[config.mk]
export PLATFORM = sky130hd
export DESIGN_NAME = jtpopeye_dwnld_mux
export DESIGN_NICKNAME = d
export VERILOG_FILES = /design/src/rtl/jtpopeye_dwnld_mux.sv
export SDC_FILE = /design/constraint.sdc
export NUM_CORES = 1
export LEC_CHECK = 0
export CAP_MARGIN = 30
export CORE_MARGIN = 4
export CORE_UTILIZATION = 40
export DETAILED_ROUTE_END_ITERATION = 8
export PLACE_DENSITY = 0.7
export SLEW_MARGIN = 40
export SYNTH_ARGS = -nofsm -noshare
export SYNTH_HDL_FRONTEND = slang
export SYNTH_SLANG_ARGS = --single-unit
[constraint.sdc]
create_clock -name clk -period 1.85 [get_ports clk]
set_clock_uncertainty 0.05 [all_clocks]
set_input_delay 0.4625 -clock clk [delete_from_list [all_inputs] [get_ports clk]]
set_output_delay 0.4625 -clock clk [all_outputs]
set_load 0.02 [all_outputs]
[src/rtl/jtpopeye_dwnld_mux.sv]
// jtpopeye_dwnld_mux
//   Splits the ioctl ROM download byte stream into two targets:
//     - bytes below SDRAM_END are queued in a 2-entry FIFO and written to
//       SDRAM as masked 16-bit words through a req/ack handshake;
//     - bytes from SDRAM_END upward land in one of PROM_CNT PROM windows of
//       2^PROM_AW bytes each, strobed one cycle after they are accepted.
//   Also raises a sticky overflow flag and pulses dwn_done once the SDRAM
//   queue has drained after the download session ends.
//
// Optional feature: define JTPOPEYE_DWNLD_CHECKSUM_EN to add checksum_o, a
// 16-bit wrapping sum of the bytes accepted in the current session.
//
// Ports
//   clk, rst_n          clock, asynchronous active-low reset
//   downloading_i       download session active
//   ioctl_addr_i/data_i byte address and data; ioctl_wr_i one-cycle strobe
//   ioctl_wait_o        back-pressure, high while the SDRAM FIFO is full
//   prog_*_o            SDRAM word request (mask active-low); prog_ack_i accept
//   prom_addr/data/we_o PROM write port, prom_we_o one-hot
//   dwn_done_o          end-of-session pulse
//   overflow_o          sticky: a byte arrived while ioctl_wait_o was high
//   checksum_o          running byte sum (checksum build only)
`timescale 1ns / 1ps

module jtpopeye_dwnld_mux #(
    parameter int unsigned AW        = 22,
    parameter int unsigned SDRAM_END = 32768,
    parameter int unsigned PROM_CNT  = 14,
    parameter int unsigned PROM_AW   = 13
) (
    input  logic                clk,
    input  logic                rst_n,
    input  logic                downloading_i,
    input  logic [AW-1:0]       ioctl_addr_i,
    input  logic [7:0]          ioctl_data_i,
    input  logic                ioctl_wr_i,
    output logic                ioctl_wait_o,
    output logic [AW-2:0]       prog_addr_o,
    output logic [15:0]         prog_data_o,
    output logic [1:0]          prog_mask_o,
    output logic                prog_we_o,
    input  logic                prog_ack_i,
    output logic [PROM_AW-1:0]  prom_addr_o,
    output logic [7:0]          prom_data_o,
    output logic [PROM_CNT-1:0] prom_we_o,
    output logic                dwn_done_o,
    output logic                overflow_o
`ifdef JTPOPEYE_DWNLD_CHECKSUM_EN
    ,
    output logic [15:0]         checksum_o
`endif
);

    // FIFO entry: {word address, byte, byte select}
    localparam int unsigned EW = AW + 8;

    typedef enum logic {StIdle, StReq} prog_st_e;
    typedef enum logic {SessRun, SessDrain} sess_st_e;

    prog_st_e prog_st_q, prog_st_d;
    sess_st_e sess_st_q, sess_st_d;

    logic [EW-1:0] fifo_q [2];
    logic          wr_ptr_q, rd_ptr_q;
    logic [1:0]    cnt_q, cnt_d;
    logic          dl_q;
    logic          overflow_q, overflow_d;

    logic [PROM_CNT-1:0] prom_we_q, prom_we_d;
    logic [PROM_AW-1:0]  prom_addr_q;
    logic [7:0]          prom_data_q;

    logic          accept, is_sdram, push, pop, prom_hit;
    logic          dl_rise, dl_fall;
    logic [AW-1:0] prom_off, prom_idx;
    logic [EW-1:0] head;

    // ------------------------------------------------------------------
    // Input decode
    // ------------------------------------------------------------------
    assign ioctl_wait_o = (cnt_q == 2'd2);
    assign accept       = ioctl_wr_i & ~ioctl_wait_o;
    assign is_sdram     = ioctl_addr_i < AW'(SDRAM_END);
    assign prom_off     = ioctl_addr_i - AW'(SDRAM_END);
    assign prom_idx     = prom_off >> PROM_AW;
    assign prom_hit     = ~is_sdram & (prom_idx < AW'(PROM_CNT));
    assign push         = accept & is_sdram;
    // An ack is only meaningful while a request is outstanding
    assign pop          = prog_ack_i & prog_we_o;
    assign dl_rise      = downloading_i & ~dl_q;
    assign dl_fall      = ~downloading_i & dl_q;

    // ------------------------------------------------------------------
    // SDRAM FIFO and request FSM
    // ------------------------------------------------------------------
    always_comb begin
        cnt_d = cnt_q;
        unique case ({push, pop})
            2'b10:   cnt_d = cnt_q + 2'd1;
            2'b01:   cnt_d = cnt_q - 2'd1;
            default: cnt_d = cnt_q;
        endcase
    end

    // Request stays up whenever the FIFO holds data, so prog_we rises the
    // cycle after a push into an empty FIFO and back-to-back entries issue
    // without a gap.
    always_comb begin
        prog_st_d = prog_st_q;
        unique case (prog_st_q)
            StIdle:  if (cnt_d != 2'd0) prog_st_d = StReq;
            StReq:   if (cnt_d == 2'd0) prog_st_d = StIdle;
            default: prog_st_d = StIdle;
        endcase
    end

    always_ff @(posedge clk or negedge rst_n) begin
        if (!rst_n) begin
            fifo_q[0] <= '0;
            fifo_q[1] <= '0;
            wr_ptr_q  <= 1'b0;
            rd_ptr_q  <= 1'b0;
            cnt_q     <= 2'd0;
            prog_st_q <= StIdle;
        end else begin
            if (push) begin
                fifo_q[wr_ptr_q] <= {ioctl_addr_i[AW-1:1], ioctl_data_i, ioctl_addr_i[0]};
                wr_ptr_q         <= ~wr_ptr_q;
            end
            if (pop) rd_ptr_q <= ~rd_ptr_q;
            cnt_q     <= cnt_d;
            prog_st_q <= prog_st_d;
        end
    end

    // Head fields come straight from flops; they only move on a pop, so they
    // are stable while prog_we_o waits for its ack. Idle value matches reset.
    assign head = fifo_q[rd_ptr_q];

    always_comb begin
        prog_we_o   = (prog_st_q == StReq);
        prog_addr_o = '0;
        prog_data_o = '0;
        prog_mask_o = 2'b11;
        if (prog_we_o) begin
            prog_addr_o = head[EW-1:9];
            prog_data_o = {head[8:1], head[8:1]};
            // Even byte is the upper half of the word: enable it (active-low)
            prog_mask_o = {head[0], ~head[0]};
        end
    end

    // ------------------------------------------------------------------
    // PROM writes
    // ------------------------------------------------------------------
    always_comb begin
        prom_we_d = '0;
        for (int unsigned i = 0; i < PROM_CNT; i++) begin
            if (accept && prom_hit && (prom_idx == AW'(i))) prom_we_d[i] = 1'b1;
        end
    end

    always_ff @(posedge clk or negedge rst_n) begin
        if (!rst_n) begin
            prom_we_q   <= '0;
            prom_addr_q <= '0;
            prom_data_q <= '0;
        end else begin
            prom_we_q <= prom_we_d;
            if (accept && prom_hit) begin
                prom_addr_q <= prom_off[PROM_AW-1:0];
                prom_data_q <= ioctl_data_i;
            end
        end
    end

    assign prom_we_o   = prom_we_q;
    assign prom_addr_o = prom_addr_q;
    assign prom_data_o = prom_data_q;

    // ------------------------------------------------------------------
    // Session tracking: drain, done pulse, overflow
    // ------------------------------------------------------------------
    always_comb begin
        sess_st_d  = sess_st_q;
        dwn_done_o = 1'b0;
        unique case (sess_st_q)
            SessRun: if (dl_fall) sess_st_d = SessDrain;
            SessDrain: begin
                // A new session arriving before the drain finishes cancels it
                if (downloading_i) begin
                    sess_st_d = SessRun;
                end else if ((cnt_q == 2'd0) && !prog_we_o) begin
                    dwn_done_o = 1'b1;
                    sess_st_d  = SessRun;
                end
            end
            default: sess_st_d = SessRun;
        endcase
    end

    always_comb begin
        overflow_d = overflow_q;
        if (dl_rise) overflow_d = 1'b0;
        if (ioctl_wr_i && ioctl_wait_o) overflow_d = 1'b1;
    end

    always_ff @(posedge clk or negedge rst_n) begin
        if (!rst_n) begin
            sess_st_q  <= SessRun;
            dl_q       <= 1'b0;
            overflow_q <= 1'b0;
        end else begin
            sess_st_q  <= sess_st_d;
            dl_q       <= downloading_i;
            overflow_q <= overflow_d;
        end
    end

    assign overflow_o = overflow_q;

`ifdef JTPOPEYE_DWNLD_CHECKSUM_EN
    // ------------------------------------------------------------------
    // Session checksum
    // ------------------------------------------------------------------
    logic [15:0] csum_q, csum_d;

    always_comb begin
        csum_d = dl_rise ? 16'd0 : csum_q;
        if (accept) csum_d = csum_d + {8'd0, ioctl_data_i};
    end

    always_ff @(posedge clk or negedge rst_n) begin
        if (!rst_n) csum_q <= 16'd0;
        else        csum_q <= csum_d;
    end

    assign checksum_o = csum_q;
`endif

endmodule

==> out/qor.txt, run 1 <==
Run status: finished with violations
Failing checks: setup timing
Via count: 3131
RSZ-0062 raised after global routing: true
Fmax: 483.2 MHz
Tot Pwr: 6.778 mW
Yosys top cell area share: 57.51%
Internal cell power: 4.665 mW
Initial antenna violation count: 0
Row cnt: 38
Yosys top cell by area: dfrtp_1
Clk buf depth: 2
First-pass GRT wire length: 17770 um
Number of hold violations in the final report: 0
Hold Path Class: flip-flop to flip-flop
Synth Register Bits: 103
Initial Utilization: 41.16%
Final wirelength: 11550 um
Critical Path AT: 1.56 ns
Clock share of power: 22.7%
PwrDens: 976.6 nW/um^2
Post-route ant nets: 0
Largest net degree at the start of global routing: 51
Comb pwr share: 37.5%
Critical Path Source Type: flip-flop
Cts bufs inserted: 9
Crit-path slowest cell: dfrtp_2
Drt first pass iters: 4
Post-route clock period utilization: 111.9%
Number of global-route vias before repair: 3338
Global Route Usage Sum: 17.59%
Die height: 113.9 um
Layout cells sized above 1: 45.55%
Crit path cell chain: buf_8, buf_16, mux2i_2, nor2_2, buf_6
Sw Ratio: 31.17%
Worst setup margin: -0.2197 ns
Ant. Diodes: 0
PortBufs: 112
Slew HR: 81.11%
Main synth FF type: dfrtp_1
Top cells by area, synth: dfrtp_1 58%, mux2_2 16%, mux2i_1 6.5%, nor2_1 2.9%, and4_1 2.3%
Syn nets: 369
Clk_lat worst skew: 0.34 ns
CTS root buf: clkbuf_8
CTS clk-pin slew, worst paths: 0.10 ns
P_leak: 3.702 nW
Seq pwr share: 39.8%
Syn. warnings: 0
CTS H-tree lvls: 3
Critical Path End Type: output port
Final setup violation count: 98
WL per Instance: 18.22 um
Maxcap violations: 0
Sequential fraction of the synthesis area: 57.51%
Slew Viols, Final: 0
CTS tree: done
Vias/cell: 4.938
Nets: 531
Worst slew pin tran: 0.2833 ns
Asr flop ratio synth: 100.0%
Area Overhead vs Synth: 54.86%
Tmin final: 2.070 ns
P_sw: 2.113 mW
Hold Worst Slack: 0.4360 ns
Post-synth EDFFs: 0
Commonest cells after routing, fill and taps aside: 101 x dfrtp_1, 67 x mux2_4, 50 x buf_4
Placer Congestion: 0.7170
Core Region: 10890 um^2
Distinct cells, synth: 34
Peak VDD IR: 0.8972 mV
Residual DRC: 0
Global route overflow: 0
Syn avg cell area: 13.66 um^2
Setup Crit Path Kind: flip-flop to output port
Initial DRC Count: 146
# IOs: 113
Cell count after synthesis: 328
Crit Path Max Fanout: 8
DPL Wire Length: 7018 um
Clk sinks: 103
Most common cell after layout, fill and taps aside: dfrtp_1
Post-synthesis cell area: 4482 um^2
Die area: 12960 um^2
Die X: 113.9 um
Worst path max stage delay: 0.46 ns
Worst EP required: 1.34 ns
routing by layer:
| layer | vias to the layer above | global-route usage, % | part of all wire, % |
|---|---|---|---|
| li1 | 1449 | - | - |
| met1 | 1606 | 23.31 | 45 |
| met2 | 67 | 30.27 | 50 |
| met3 | 9 | 2.653 | 3.6 |
| met4 | 0 | 4.751 | 1.0 |
| met5 | - | 0 | 0 |
stage by stage:
stage               utilization [%]  std cells  instance area [um^2]  setup slack (ns)  setup TNS [ns]
finish                        63.74        634                  6940           -0.2197          -6.992
global route                  63.74        634                  6940           -0.3025          -13.72
detailed placement            55.31        588                  6022           -0.7302          -60.76
global placement              55.31        588                  6022           -0.6839          -57.84
CTS                           61.23        629                  6666           -0.2423          -7.300
floorplan                         -        328                  4551           -0.1113         -0.1113
worst max-delay path, delay by kind of cell, from the launching register on:
kind	cells	cell delay (ns)
flip-flops	1	0.46
buffers and inverters	3	0.45
multiplexers	1	0.15
AND/OR/NAND/NOR	1	0.15
registers in the layout, indices dropped and copies added, names as in the netlist:
signal and count:
prog_we_o 1, overflow_o 1, rd_ptr_q 1, fifo_q 60, wr_ptr_q 1, dl_q 1
sess_st_q 1, prom_data_o 8, cnt_q 2, prom_addr_o 13, prom_we_o 14
final timing paths:
kind | endpoint | slack [ns] | cells after the start | start
min reg2reg | sess_st_q | 0.44 | 1 | sess_st_q
min | sess_st_q | 0.44 | 1 | sess_st_q
min in group asynchronous | prom_we_o[10] | 0.46 | 2 | rst_n
max reg2reg | prog_we_o | -0.07 | 9 | cnt_q[1]
max in group asynchronous | prog_we_o | 0.70 | 3 | rst_n
max | prog_addr_o[8] | -0.22 | 5 | rd_ptr_q
layout make-up:
cell class	instances	area, um^2
multi-input cells	197	2092
inverters	3	11.26
clock inverters	6	92.59
well taps	140	175.2
flip-flops and latches	103	2580
repair buffers	176	1866
fillers	880	3948
clock buffers	9	123.9
synth_stat cells (2+ instances only):
| cell | count |
|---|---|
| dfrtp_1 | 103 |
| mux2_2 | 64 |
| nor2_1 | 35 |
| mux2i_1 | 29 |
| and4_1 | 12 |
| buf_4 | 9 |
| and2_1 | 8 |
| nor2b_1 | 8 |
| buf_2 | 6 |
| ha_1 | 6 |
| buf_6 | 5 |
| and3_1 | 4 |
| clkbuf_1 | 4 |
| mux2_4 | 4 |
| inv_1 | 3 |
| xnor2_1 | 3 |
| xor2_1 | 3 |
| and2b_1 | 2 |
| and3b_1 | 2 |
| nand3_1 | 2 |
| o21ai_0 | 2 |
| or2_2 | 2 |
power by group through the flow:
stage                     combinational [mW]  sequential (mW)  clock, mW
after CTS                               2.45             2.68       1.59
after floorplan                        0.942             2.88          0
after global routing                    2.70             2.74       1.67
after detailed placement                2.09             2.71          0
after global placement                  2.07             2.70          0
final                                   2.54             2.70       1.54
cells by family (layout without fill, tap and decap cells):
kind of cell	Yosys count	after routing	share of synthesized area [%]
flip-flops	103	103	57.51
multiplexers	97	97	23.90
AND/OR/NAND/NOR	83	83	10.92
buffers and inverters	28	194	4.131
adder cells (fa/ha/maj)	6	6	1.675
XOR/XNOR	6	6	1.173
AO/OA/AOI/OAI	5	5	0.6979
repair_timing:
item | in CTS | in global routing
resized for setup | 293 | 77
hold endpoints to repair | 18 | 0
hold buffers | 1 | 0
setup buffers | 17 | 7
cloned | 8 | 2
pin swaps | 11 | 12
endpoints found under the setup margin | 150 | 127
Power figures use the tool's default switching activity.
==> run 2, diff against run 1 <==
--- a/config.mk
+++ b/config.mk
@@ -8,8 +8,9 @@
 export CAP_MARGIN = 30
 export CORE_MARGIN = 4
 export CORE_UTILIZATION = 40
+export CTS_BUF_LIST = sky130_fd_sc_hd__clkbuf_4 sky130_fd_sc_hd__clkbuf_8 sky130_fd_sc_hd__clkbuf_16
 export DETAILED_ROUTE_END_ITERATION = 8
-export PLACE_DENSITY = 0.7
+export PLACE_DENSITY = 0.67
 export SLEW_MARGIN = 40
 export SYNTH_ARGS = -nofsm -noshare
 export SYNTH_HDL_FRONTEND = slang
==> constraint.sdc (replaced) <==
create_clock -name clk -period 2.1 [get_ports clk]
set_clock_uncertainty 0.05 [all_clocks]
set_input_delay 0.525 -clock clk [delete_from_list [all_inputs] [get_ports clk]]
set_output_delay 0.525 -clock clk [all_outputs]
set_load 0.02 [all_outputs]
==> out/qor.txt, run 2 (synthesis results as in run 1) <==
Run status: finished with violations (unchanged)
Failing checks: setup timing (unchanged)
Routed met3 length: 557 um (was 416 um)
Post-route clock period utilization: 101.0%
FF/Latch Area: 2579 um^2 (was 2580 um^2)
Residual DRC: 0 (unchanged)
Worst setup margin: -0.02089 ns (was -0.2197 ns)
CTS tree: done (unchanged)
Top Metal Used: met4 (unchanged)
Vias/cell: 4.832 (was 4.938)
Slew HR: 65.80% (was 81.11%)
Critical path startpoint: rd_ptr_q (unchanged)
Slew Viols, Final: 0 (unchanged)
Critical Path AT: 1.55 ns (was 1.56 ns)
Placer Congestion: 0.7895 (was 0.7170)
Hold Path Class: input port to async pin (was flip-flop to flip-flop)
Tmin final: 2.121 ns
Initial Utilization: 41.16% (unchanged)
Crit-path slowest cell: dfrtp_2 (unchanged)
Initial DRC Count: 79 (was 146)
RSZ-0062 raised after global routing: true (unchanged)
Worst slew pin tran: 0.5130 ns (was 0.2833 ns)
Via count: 2986 (was 3131)
PortBufs: 112 (unchanged)
Maxcap violations: 0 (unchanged)
Clk buf depth: 2 (unchanged)
Met1 WL: 4481 um (was 5244 um)
Post-route ant nets: 0 (unchanged)
Worst path max stage delay: 0.48 ns (was 0.46 ns)
CTS H-tree lvls: 3 (unchanged)
Final setup violation count: 5 (was 98)
Met2 routed WL: 4871 um (was 5774 um)
Area Overhead vs Synth: 40.93% (was 54.86%)
Fillers: 938 (was 880)
Clk sinks: 103 (unchanged)
Global Route Usage Sum: 15.93% (was 17.59%)
PwrDens: 873.0 nW/um^2 (was 976.6 nW/um^2)
Ant. Diodes: 0 (unchanged)
Global route overflow: 0 (unchanged)
Nets: 514 (was 531)
Commonest cells after routing, fill and taps aside: 102 x dfrtp_1, 61 x clkdlybuf4s50_1, 55 x mux2_2 (was 101 x dfrtp_1, 67 x mux2_4, 50 x buf_4)
Multi-input gate area: 1803 um^2 (was 2092 um^2)
WL per Instance: 16.12 um (was 18.22 um)
Post-cts hold buffer count: 0 (was 1)
# IOs: 113 (unchanged)
Crit Path Max Fanout: 12 (was 8)
Largest net degree at the start of global routing: 38 (was 51)
Peak VDD IR: 0.4927 mV (was 0.8972 mV)
Clk_lat worst skew: 0.35 ns (was 0.34 ns)
Worst EP required: 1.52 ns (was 1.34 ns)
Setup Crit Path Kind: flip-flop to output port (unchanged)
Core Region: 10890 um^2 (unchanged)
Layout cells sized above 1: 39.54% (was 45.55%)
Reg-to-reg startpoint: cnt_q[1] (unchanged)
Number of global-route vias before repair: 3187 (was 3338)
Critical Path End Type: output port (unchanged)
Cts bufs inserted: 9 (unchanged)
Drt first pass iters: 4 (unchanged)
Die height: 113.9 um (unchanged)
Fmax: 471.5 MHz
Max reg flops: 60 (unchanged)
CTS root buf: clkbuf_8 (unchanged)
Critical Path Source Type: flip-flop (unchanged)
Number of hold violations in the final report: 0 (unchanged)
P_leak: 3.191 nW (was 3.702 nW)
First-pass GRT wire length: 16380 um (was 17770 um)
Die area: 12960 um^2 (unchanged)
Fin util: 58.01% (was 63.74%)
Reg with most FFs: fifo_q (unchanged)
Hold Worst Slack: 0.08015 ns (was 0.4360 ns)
Most common cell after layout, fill and taps aside: dfrtp_1 (unchanged)
DPL Wire Length: 6829 um (was 7018 um)
Die X: 113.9 um (unchanged)
CTS clk-pin slew, worst paths: 0.10 ns (about the same)
Initial antenna violation count: 0 (unchanged)
Final wirelength: 9961 um (was 11550 um)
Row cnt: 38 (unchanged)
Crit path cell chain: buf_12, buf_6, mux2i_1, nor2_1, buf_4 (was buf_8, buf_16, mux2i_2, nor2_2, buf_6)
-- run 2: changes by cell type in the layout (fill, tap and decap cells not counted), moves of 4 or more --
cell / delta
mux2_2: +54
clkdlybuf4s50_1: +29
dlymetal6s2s_1: -9
buf_16: -4
dlygate4sd2_1: -20
buf_2: +14
nor2_1: +8
mux2_4: -54
buf_4: -5
nor2_2: -7
buf_6: -22
-- run 2: power breakdown --
part           total (mW)  internal (mW)  switching, mW
Clock                1.29          0.603          0.689
Combinational        1.85          0.987          0.862
Sequential           2.37           2.21          0.163
-- run 2: worst paths after layout --
kind	slack, ns	cells past startpoint	endpoint
max	-0.02	5	prog_data_o[5]
min	0.08	1	dl_q
max reg2reg	0.16	8	fifo_q[47]
min reg2reg	0.43	1	sess_st_q
max in group asynchronous	1.34	2	fifo_q[11]
min in group clk	0.43	1	sess_st_q
-- run 2: what timing repair did --
| action | in CTS | in global routing |
|---|---|---|
| pin swaps | 5 | 3 |
| buffers inserted | 8 | 3 |
| setup endpoints to repair | 99 | 37 |
| cloned | 4 | 0 |
| hold endpoints to repair | 0 | 0 |
| gates resized for setup | 202 | 31 |
-- run 2: through the flow --
step / cell area, um^2 / worst slack [ns] / setup TNS, ns / power (mW) / std cells
2_1_floorplan: 4482 / 0.07622 / 0 / 3.309 / 328
3_3_place_gp: 5911 / -0.4934 / -34.59 / 4.101 / 587
3_5_place_dp: 5911 / -0.5326 / -35.72 / 4.132 / 587
4_1_cts: 6281 / -0.1378 / -0.3008 / 5.519 / 615
5_1_grt: 6316 / -0.1013 / -1.166 / 5.818 / 618
6_report: 6316 / -0.02089 / -0.05924 / 5.514 / 618
-- run 2: final cells by class --
class	instances	share of cell area (%)
Sequential cell	103	40.83
Multi-Input combinational cell	197	28.55
Timing Repair Buffer	159	24.29
Tap cell	140	2.773
Clock buffer	10	2.179
Clock inverter	6	1.208
Inverter	3	0.1783
-- run 2: worst max-delay path, delay by kind of cell (launching register included) --
family                 cells  cell delay, ns
muxes                      1            0.10
buffers and inverters      3            0.47
DFF                        1            0.48
and+or+nand+nor            1            0.13
-- run 2: layer usage --
| metal | track usage [%] | up-vias |
|---|---|---|
| li1 | - | 1416 |
| met1 | 21.31 | 1498 |
| met2 | 26.11 | 66 |
| met3 | 4.509 | 6 |
| met4 | 3.325 | 0 |
| met5 | 0 | - |
